## src/rtl/uart_tx_arbiter.sv

```systemverilog
// rtl/uart_tx_arbiter.sv - round-robin arbiter sharing one UART byte transmitter between NUM_REQ requesters
// Optional WAIT_END watchdog enabled by defining UART_ARB_TIMEOUT_EN.
module uart_tx_arbiter #(
    parameter int NUM_REQ        = 4,
    parameter int TX_DATA_WIDTH  = 8,
    parameter int GAP_CYCLES     = 5208,
    parameter int TIMEOUT_CYCLES = 1000000
) (
    input  logic                               clk_i,
    input  logic                               reset_i,
    input  logic [NUM_REQ-1:0]                 req_i,
    input  logic [NUM_REQ*TX_DATA_WIDTH-1:0]   data_i,
    output logic [NUM_REQ-1:0]                 grant_o,
    output logic [NUM_REQ-1:0]                 done_o,
    output logic                               uart_tx_start_o,
    output logic [TX_DATA_WIDTH-1:0]           uart_data_tx_o,
    input  logic                               uart_tx_end_i,
    output logic                               busy_o,
    output logic                               timeout_o
);

    localparam int PTR_W = $clog2(NUM_REQ);

    if (NUM_REQ < 2 || NUM_REQ > 8 || TX_DATA_WIDTH < 1 || GAP_CYCLES < 0 || TIMEOUT_CYCLES < 1) begin : g_param_check
        $error("uart_tx_arbiter: illegal parameter value");
    end

    typedef enum logic [1:0] {
        S_IDLE,
        S_START,
        S_WAIT_END,
        S_GAP
    } state_t;

    state_t                     r_state;
    logic [PTR_W-1:0]           r_ptr;
    logic [NUM_REQ-1:0]         r_grant;
    logic [NUM_REQ-1:0]         r_done;
    logic                       r_start;
    logic [TX_DATA_WIDTH-1:0]   r_data;
    logic [31:0]                r_gap_cnt;

    logic                       w_found;
    logic [PTR_W-1:0]           w_pick;
    logic [TX_DATA_WIDTH-1:0]   w_sel_data;
    logic                       w_timeout_hit;

    function automatic logic [PTR_W-1:0] wrap_idx(input logic [PTR_W-1:0] base, input int offs);
        int s;
        s = int'(base) + offs;
        if (s >= NUM_REQ) s = s - NUM_REQ;
        return PTR_W'(s);
    endfunction

    // Search starts one past the last owner so the last winner ranks lowest.
    always_comb begin
        w_found = 1'b0;
        w_pick  = r_ptr;
        for (int i = 1; i <= NUM_REQ; i++) begin
            if (!w_found && req_i[wrap_idx(r_ptr, i)]) begin
                w_found = 1'b1;
                w_pick  = wrap_idx(r_ptr, i);
            end
        end
    end

    assign w_sel_data = data_i[int'(w_pick)*TX_DATA_WIDTH +: TX_DATA_WIDTH];

`ifdef UART_ARB_TIMEOUT_EN
    logic [31:0] r_wdog;
    logic        r_timeout;

    assign w_timeout_hit = (r_state == S_WAIT_END) && !uart_tx_end_i &&
                           (r_wdog == 32'(TIMEOUT_CYCLES - 1));

    always_ff @(posedge clk_i or negedge reset_i) begin
        if (!reset_i) begin
            r_wdog    <= '0;
            r_timeout <= 1'b0;
        end else begin
            if (r_state == S_WAIT_END) r_wdog <= r_wdog + 32'd1;
            else                       r_wdog <= '0;
            if (w_timeout_hit) r_timeout <= 1'b1;
        end
    end

    assign timeout_o = r_timeout;
`else
    assign w_timeout_hit = 1'b0;
    assign timeout_o     = 1'b0;
`endif

    always_ff @(posedge clk_i or negedge reset_i) begin
        if (!reset_i) begin
            r_state   <= S_IDLE;
            r_ptr     <= PTR_W'(NUM_REQ - 1);
            r_grant   <= '0;
            r_done    <= '0;
            r_start   <= 1'b0;
            r_data    <= '0;
            r_gap_cnt <= '0;
        end else begin
            r_done  <= '0;
            r_start <= 1'b0;
            case (r_state)
                S_IDLE: begin
                    if (w_found) begin
                        r_grant <= NUM_REQ'(1) << w_pick;
                        r_data  <= w_sel_data;
                        r_start <= 1'b1;
                        r_ptr   <= w_pick;
                        r_state <= S_START;
                    end
                end
                S_START: begin
                    r_state <= S_WAIT_END;
                end
                S_WAIT_END: begin
                    if (uart_tx_end_i || w_timeout_hit) begin
                        r_done  <= r_grant;
                        r_grant <= '0;
                        r_state <= (GAP_CYCLES > 0) ? S_GAP : S_IDLE;
                    end
                end
                S_GAP: begin
                    if (r_gap_cnt == 32'(GAP_CYCLES - 1)) begin
                        r_gap_cnt <= '0;
                        r_state   <= S_IDLE;
                    end else begin
                        r_gap_cnt <= r_gap_cnt + 32'd1;
                    end
                end
                default: r_state <= S_IDLE;
            endcase
        end
    end

    assign grant_o         = r_grant;
    assign done_o          = r_done;
    assign uart_tx_start_o = r_start;
    assign uart_data_tx_o  = r_data;
    assign busy_o          = (r_state != S_IDLE);

endmodule

```

## config.mk

```make
export PLATFORM = sky130hd
export DESIGN_NAME = uart_tx_arbiter
export DESIGN_NICKNAME = d
export VERILOG_FILES = /design/src/rtl/uart_tx_arbiter.sv
export SDC_FILE = /design/constraint.sdc
export NUM_CORES = 1
export LEC_CHECK = 0
export ABC_AREA = 0
export BUFFER_PORTS_ARGS = -buffer_cell sky130_fd_sc_hd__buf_2
export CAP_MARGIN = 20
export CORE_ASPECT_RATIO = 0.75
export CORE_MARGIN = 5
export CORE_UTILIZATION = 54
export DETAILED_ROUTE_END_ITERATION = 12
export PLACE_DENSITY = 0.77
export SLEW_MARGIN = 0
export SYNTH_ARGS = -nofsm -noshare
export SYNTH_HDL_FRONTEND = slang
export SYNTH_SLANG_ARGS = --single-unit
```

## constraint.sdc

```tcl
create_clock -name clk_i -period 3.5 [get_ports clk_i]
set_input_delay 0 -clock clk_i [delete_from_list [all_inputs] [get_ports clk_i]]
set_output_delay 0 -clock clk_i [all_outputs]
set_load 0.005 [all_outputs]
```

### After elaboration in Yosys (flattened, before gate mapping)

Index checks and enable logic that the tools add are counted.

* bits in registers: 53
* output and inout bits: 19
* input bits: 39

* eq/ne operators: 7
* shifts and indexed selects: 2
* add/sub/neg operators: 9
* reduce and logical (&&, ||, !) cells: 12
* muxes and demuxes: 32
* $lt $le $gt $ge: 8

Operators with widths (number)
* $add 32x1->32 const B: 1
* $eq 32x13->1 const B: 1
* $mux 32: 1
* $shiftx 32x6->8: 1
* $mux 2: 11
* $mux 4: 4
* $lt 2x3->1 const B: 4
* $mux 1: 10
* $ge 3x3->1 const B: 3
* $bmux 1 s2: 4
* $pmux 2 s4: 1
* $pmux 4 s2: 1
* $sub 2x1->2 const B: 4
* $add 2x2->3 const B: 2
* $ne 2x2->1 const B: 3
* $reduce_and 3->1: 2
* $add 2x3->4 const B: 1
* $eq 2x2->1 const B: 2
* $ge 4x3->1 const B: 1
* $reduce_bool 2->1: 2
* $shl 1x2->4 const A: 1
* $add 2x1->3 const B: 1
* $logic_and 1x1->1: 3
* $logic_not 1->1: 3
* other kinds (3): 3

### Depth between registers and ports, before layout

* word-level depth: 18
* mapped depth: 8
* mapped depth without buffers: 8

### Least setup slack after synthesis

OpenSTA, ideal clock, no wires.

* path kind: register to register
* from: reg r_ptr[0]
* to: reg r_data[3], in the netlist uart_data_tx_o[3]
* period minus slack after synthesis: 1.706 ns
* slack: 1.794 ns
* required time: 3.350 ns
* arrival: 1.557 ns
* stages on the path, launching flop included: 7
* cells stage by stage: dfstp_2 nand2b_1 o21ai_1 a221oi_2 buf_4 mux2i_1 o221ai_1

* word-level cells in the longest chain between the ends: 16
* elaborated cells between the ends (all ways): 40

RTL lines
* start, declared: RTL line 36 `logic [PTR_W-1:0] r_ptr;`
* start signal, assigned: RTL line 96 `r_ptr <= PTR_W'(NUM_REQ - 1);`
* start signal, assigned: RTL line 111 `r_ptr <= w_pick;`
* $add 2x1->3: RTL line 50 `s = int'(base) + offs;`
* $ge 3x3->1 / $sub 2x1->2 (equally long branches): RTL line 51 `if (s >= NUM_REQ) s = s - NUM_REQ;`
* $mux 2: RTL line 51
* $bmux 1 s2: RTL line 60 `if (!w_found && req_i[wrap_idx(r_ptr, i)]) begin`
* $mux 1 (not written as such): RTL line 60
* $mux 1: RTL line 60
* $logic_not 1->1: RTL line 60
* $logic_and 1x1->1: RTL line 60
* $mux 1: RTL line 60
* $logic_not 1->1: RTL line 60
* $logic_and 1x1->1: RTL line 60
* $mux 1: RTL line 60
* $logic_not 1->1: RTL line 60
* $logic_and 1x1->1: RTL line 60
* $mux 2 / $mux 1 (equally long branches): RTL line 60
* $shiftx 32x6->8 / $reduce_and 2->1 (equally long branches)
* end signal, assigned: RTL line 109 `r_data <= w_sel_data;`
* end, declared: RTL line 40 `logic [TX_DATA_WIDTH-1:0] r_data;`

Parallel ways exist; a longest one is shown, timed or not. The select of a mux whose other input is x is not followed.
A chain may end at the register's enable or synchronous reset.

### Worst setup path in the final report

* from: reg r_ptr[0]
* to: reg r_data[4], in the netlist uart_data_tx_o[4]

The elaborated chain is that of the path after synthesis.

==> results.txt <==
After floorplanning, the core was divided into 22 placement rows. Yosys mapped the design onto 47 distinct sky130hd cell types. TritonCTS built the clock tree. The tools report the first-pass GRT wire length as 9690 µm. The tools report the count of placed standard cells in the final layout, fillers left out as 375.

The Yosys warning count is 0, and the half-perimeter wire length after detailed placement is 4310 µm. The average wire per standard cell is 15.4 µm. No sink is reached through more buffers than the 2 on the longest clock path. VDD sags by at most 0.000328 V.

For the worst setup path, the data arrival time is 2490 ps. The final layout contains 357 nets. The number of register bits inferred by synthesis is 53. Averaged over all synthesized cells, the footprint is 10.6 µm².

For this configuration, the core starts out at a cell density of 55.6%. The logs give 0.00165 µW for the leakage power and 0 for the number of failing hold endpoints at the final stage. The area growth from synthesis to layout is 17.5%.

Entering global routing, the biggest net connects 54 pins. The synthesized netlist occupies a cell area of 2710 µm². The via count of the routed design is 2136, and the number of instances in the placed design is 365.

The clock arrives with 3.27 ps of skew. The clock period could shrink to 2330 ps. The type of the most critical hold path was input pin to flip-flop. The tools report the number of DRC markers after the initial detailed-route iteration as 124. The run gives 49.0% as the share of synthesized area occupied by flip-flops and latches. The die is 71.4 µm tall. Dividing the detail-routed via count by the number of cells gives 5.70. Static timing analysis puts the maximum clock frequency at 430 MHz. CTS buffer count: 5. The final routed DRC violation total is 0, and the final setup violation count is 0.

Of the cells placed in the final design, the portion with a size suffix greater than 1 is 26.3%. Of all flip-flops after synthesis, the portion carrying an async set or reset was 100%. The tools report the via count of the first global-routing pass as 2045.

The setup path with the least slack is of type flip-flop to flip-flop. Global routing finished with a remaining overflow of 0. For this design the top-level I/O count stands at 58. In the final timing run, aggregate negative setup slack is 0 ps. For the instance area after placement, the log shows 3050 µm². After floorplanning, the core was sized to cover 4870 µm².

Setup repair after global routing left no endpoint under its margin. The pin slew with the least headroom to its limit came out at 1080 ps. The finished cells cover 3190 µm². When the netlist entered floorplanning its net count stood at 298.

The tools report the overall routed net length as 5760 µm. Leaving out fill and tap cells, the most frequent cells in the layout are 56 x sky130_fd_sc_hd__buf_2, 51 x sky130_fd_sc_hd__dfrtp_1, 24 x sky130_fd_sc_hd__nand2_1. The width of the chip was 91.8 µm. For the utilization after layout, the log shows 65.4%. The tools report the clock tree root driver cell as sky130_fd_sc_hd__clkbuf_8. The number of max-cap violations is 0. The largest fanout on the critical path was 17; the number of cells on the worst reg-to-reg path was 5. The die covers 6550 µm². The count of flip-flops with a built-in enable after synthesis came out at 0. Synthesis produced a netlist whose cell count is 255. Final max-slew violation count: 0. The most common cell after layout, fill and taps aside was sky130_fd_sc_hd__buf_2. Tracing the worst setup path back leads to its startpoint at r_ptr[0].

Clock tree synthesis found a total of 53 sinks. The aggregate global-route resource usage came out at 18.2%. The flow ran to the end, and the final reports show no timing, DRC or antenna violations. The CTS clock-pin slew for the worst setup and hold paths is 90 ps, and the depth of the CTS H-tree is 2.

The beginning of the worst hold path is data_i[29]. The congestion estimate from routability-driven global placement came to 0.828. In this run the tightest slew margin relative to its limit is 27.8%. Counting instances, the worst hold path has a depth of 3. The tools report the clock latency on the worst-skew pair as 310 ps. For this run, the leading register cell type out of synthesis is sky130_fd_sc_hd__dfrtp_1. The first TritonRoute pass finished after 4 iterations. In this run the critical register-to-register path is launched from r_ptr[0]. Number of buffers inserted by port buffering: 56. In this run the post-CTS setup repair buffer count came out at 0.

The run gives 3660 ps as the data required time of the critical path. The worst setup path is captured at a flip-flop. The repair_antennas step left the layout with diodes totalling 0. The run gives 0 as the number of antenna violations at the first check in global routing. For this design the ratio of total power to cell area is 621 nW/µm². The portion of the clock cycle consumed by the worst path in the final layout works out to 66.5%. The tools report the startpoint type of the worst setup path as a flip-flop.

In this run the remaining antenna-violating nets after routing total 0.
## worst paths after layout
kind                            slack [ps]           endpoint
worst max-delay path                  1170  uart_data_tx_o[4]
worst min-delay path                     6  uart_data_tx_o[5]
worst max register to register        1170  uart_data_tx_o[4]
worst min register to register         480      r_gap_cnt[31]
max in group asynchronous             2720  uart_data_tx_o[6]
min in group asynchronous              320      r_gap_cnt[18]
## final cells by class
type,instances,area (µm²)
multi-input cells,186,1320
flip-flops and latches,53,1330
inverters,8,30.0
fillers,395,1690
clock buffers,6,82.6
well taps,60,75.1
clock inverters,2,37.5
repair buffers,60,315
## repair_timing
item | 4_1_cts | 5_1_grt
gates resized for setup | 0 | 0
hold buffers | 2 | 0
endpoints found under the hold margin | 55 | 0
## cell usage after synthesis (3+ instances only)
cell type,instances,area (µm²)
sky130_fd_sc_hd__ha_1,4,50.1
sky130_fd_sc_hd__and4_1,3,26.3
sky130_fd_sc_hd__a22o_1,7,61.3
sky130_fd_sc_hd__xnor2_1,13,114
sky130_fd_sc_hd__dfrtp_1,51,1280
sky130_fd_sc_hd__nand2_1,24,90.1
sky130_fd_sc_hd__nand2b_1,3,18.8
sky130_fd_sc_hd__clkbuf_1,3,11.3
sky130_fd_sc_hd__nor3_1,4,20.0
sky130_fd_sc_hd__and3_1,12,75.1
sky130_fd_sc_hd__xor2_1,10,87.6
sky130_fd_sc_hd__nand3_1,8,40.0
sky130_fd_sc_hd__o21ai_0,11,55.1
sky130_fd_sc_hd__and3_2,3,22.5
sky130_fd_sc_hd__mux2i_1,16,160
sky130_fd_sc_hd__nor2_1,14,52.6
sky130_fd_sc_hd__nor4b_1,3,26.3
sky130_fd_sc_hd__nor4_1,5,31.3
sky130_fd_sc_hd__a21oi_1,3,15.0
sky130_fd_sc_hd__and4_2,3,30.0
sky130_fd_sc_hd__nor2b_1,4,25.0
sky130_fd_sc_hd__inv_1,8,30.0
sky130_fd_sc_hd__o221ai_1,8,70.1
sky130_fd_sc_hd__nand4_1,4,25.0
## power breakdown
part / internal [µW] / switching (µW)
clock: 233 / 200
sequential: 747 / 99.2
combinational: 319 / 380
## metal layers
layer	global-route usage, %	up-vias	routed length, µm
met3	4.93	7	320
met5	0	-	0
met4	6.26	0	84
met2	26.8	55	2550
li1	-	1042	-
met1	26.1	1032	2810
## kinds of logic (layout without fill, tap and decap cells)
family,count (synthesis),count (layout),synth area share [%]
and+or+nand+nor,100,100,21.2
DFF,53,53,49.0
AOI/OAI and AO/OA,40,40,10.8
xor gates and xnor gates,23,23,7.43
muxes,18,18,6.74
buffers and inverters,16,76,2.86
adders and majority gates,4,4,1.85
other,1,1,0.138
## flip-flops by register name (all words and copies together), names as in the netlist
signal,count
r_state,2
uart_tx_start_o,1
r_ptr,2
r_gap_cnt,32
grant_o,4
done_o,4
uart_data_tx_o,8
## stage by stage
stage               total power [µW]  worst slack [ps]  hold WS, ps
floorplan                       1330              1790         -296
global route                    2120              1020         9.97
finish                          1980              1170         5.70
CTS                             1990              1180         4.84
global placement                1530              1280          158
detailed placement              1560              1190          158
## critical path: stages (launching register included)
cell and delay, ps:
sky130_fd_sc_hd__dfstp_2 580, sky130_fd_sc_hd__nand2b_1 150, sky130_fd_sc_hd__o21ai_1 110, sky130_fd_sc_hd__a221oi_4 900, sky130_fd_sc_hd__mux2i_1 300, sky130_fd_sc_hd__o221ai_1 140
No activity file was read; power rests on OpenSTA's default activity.
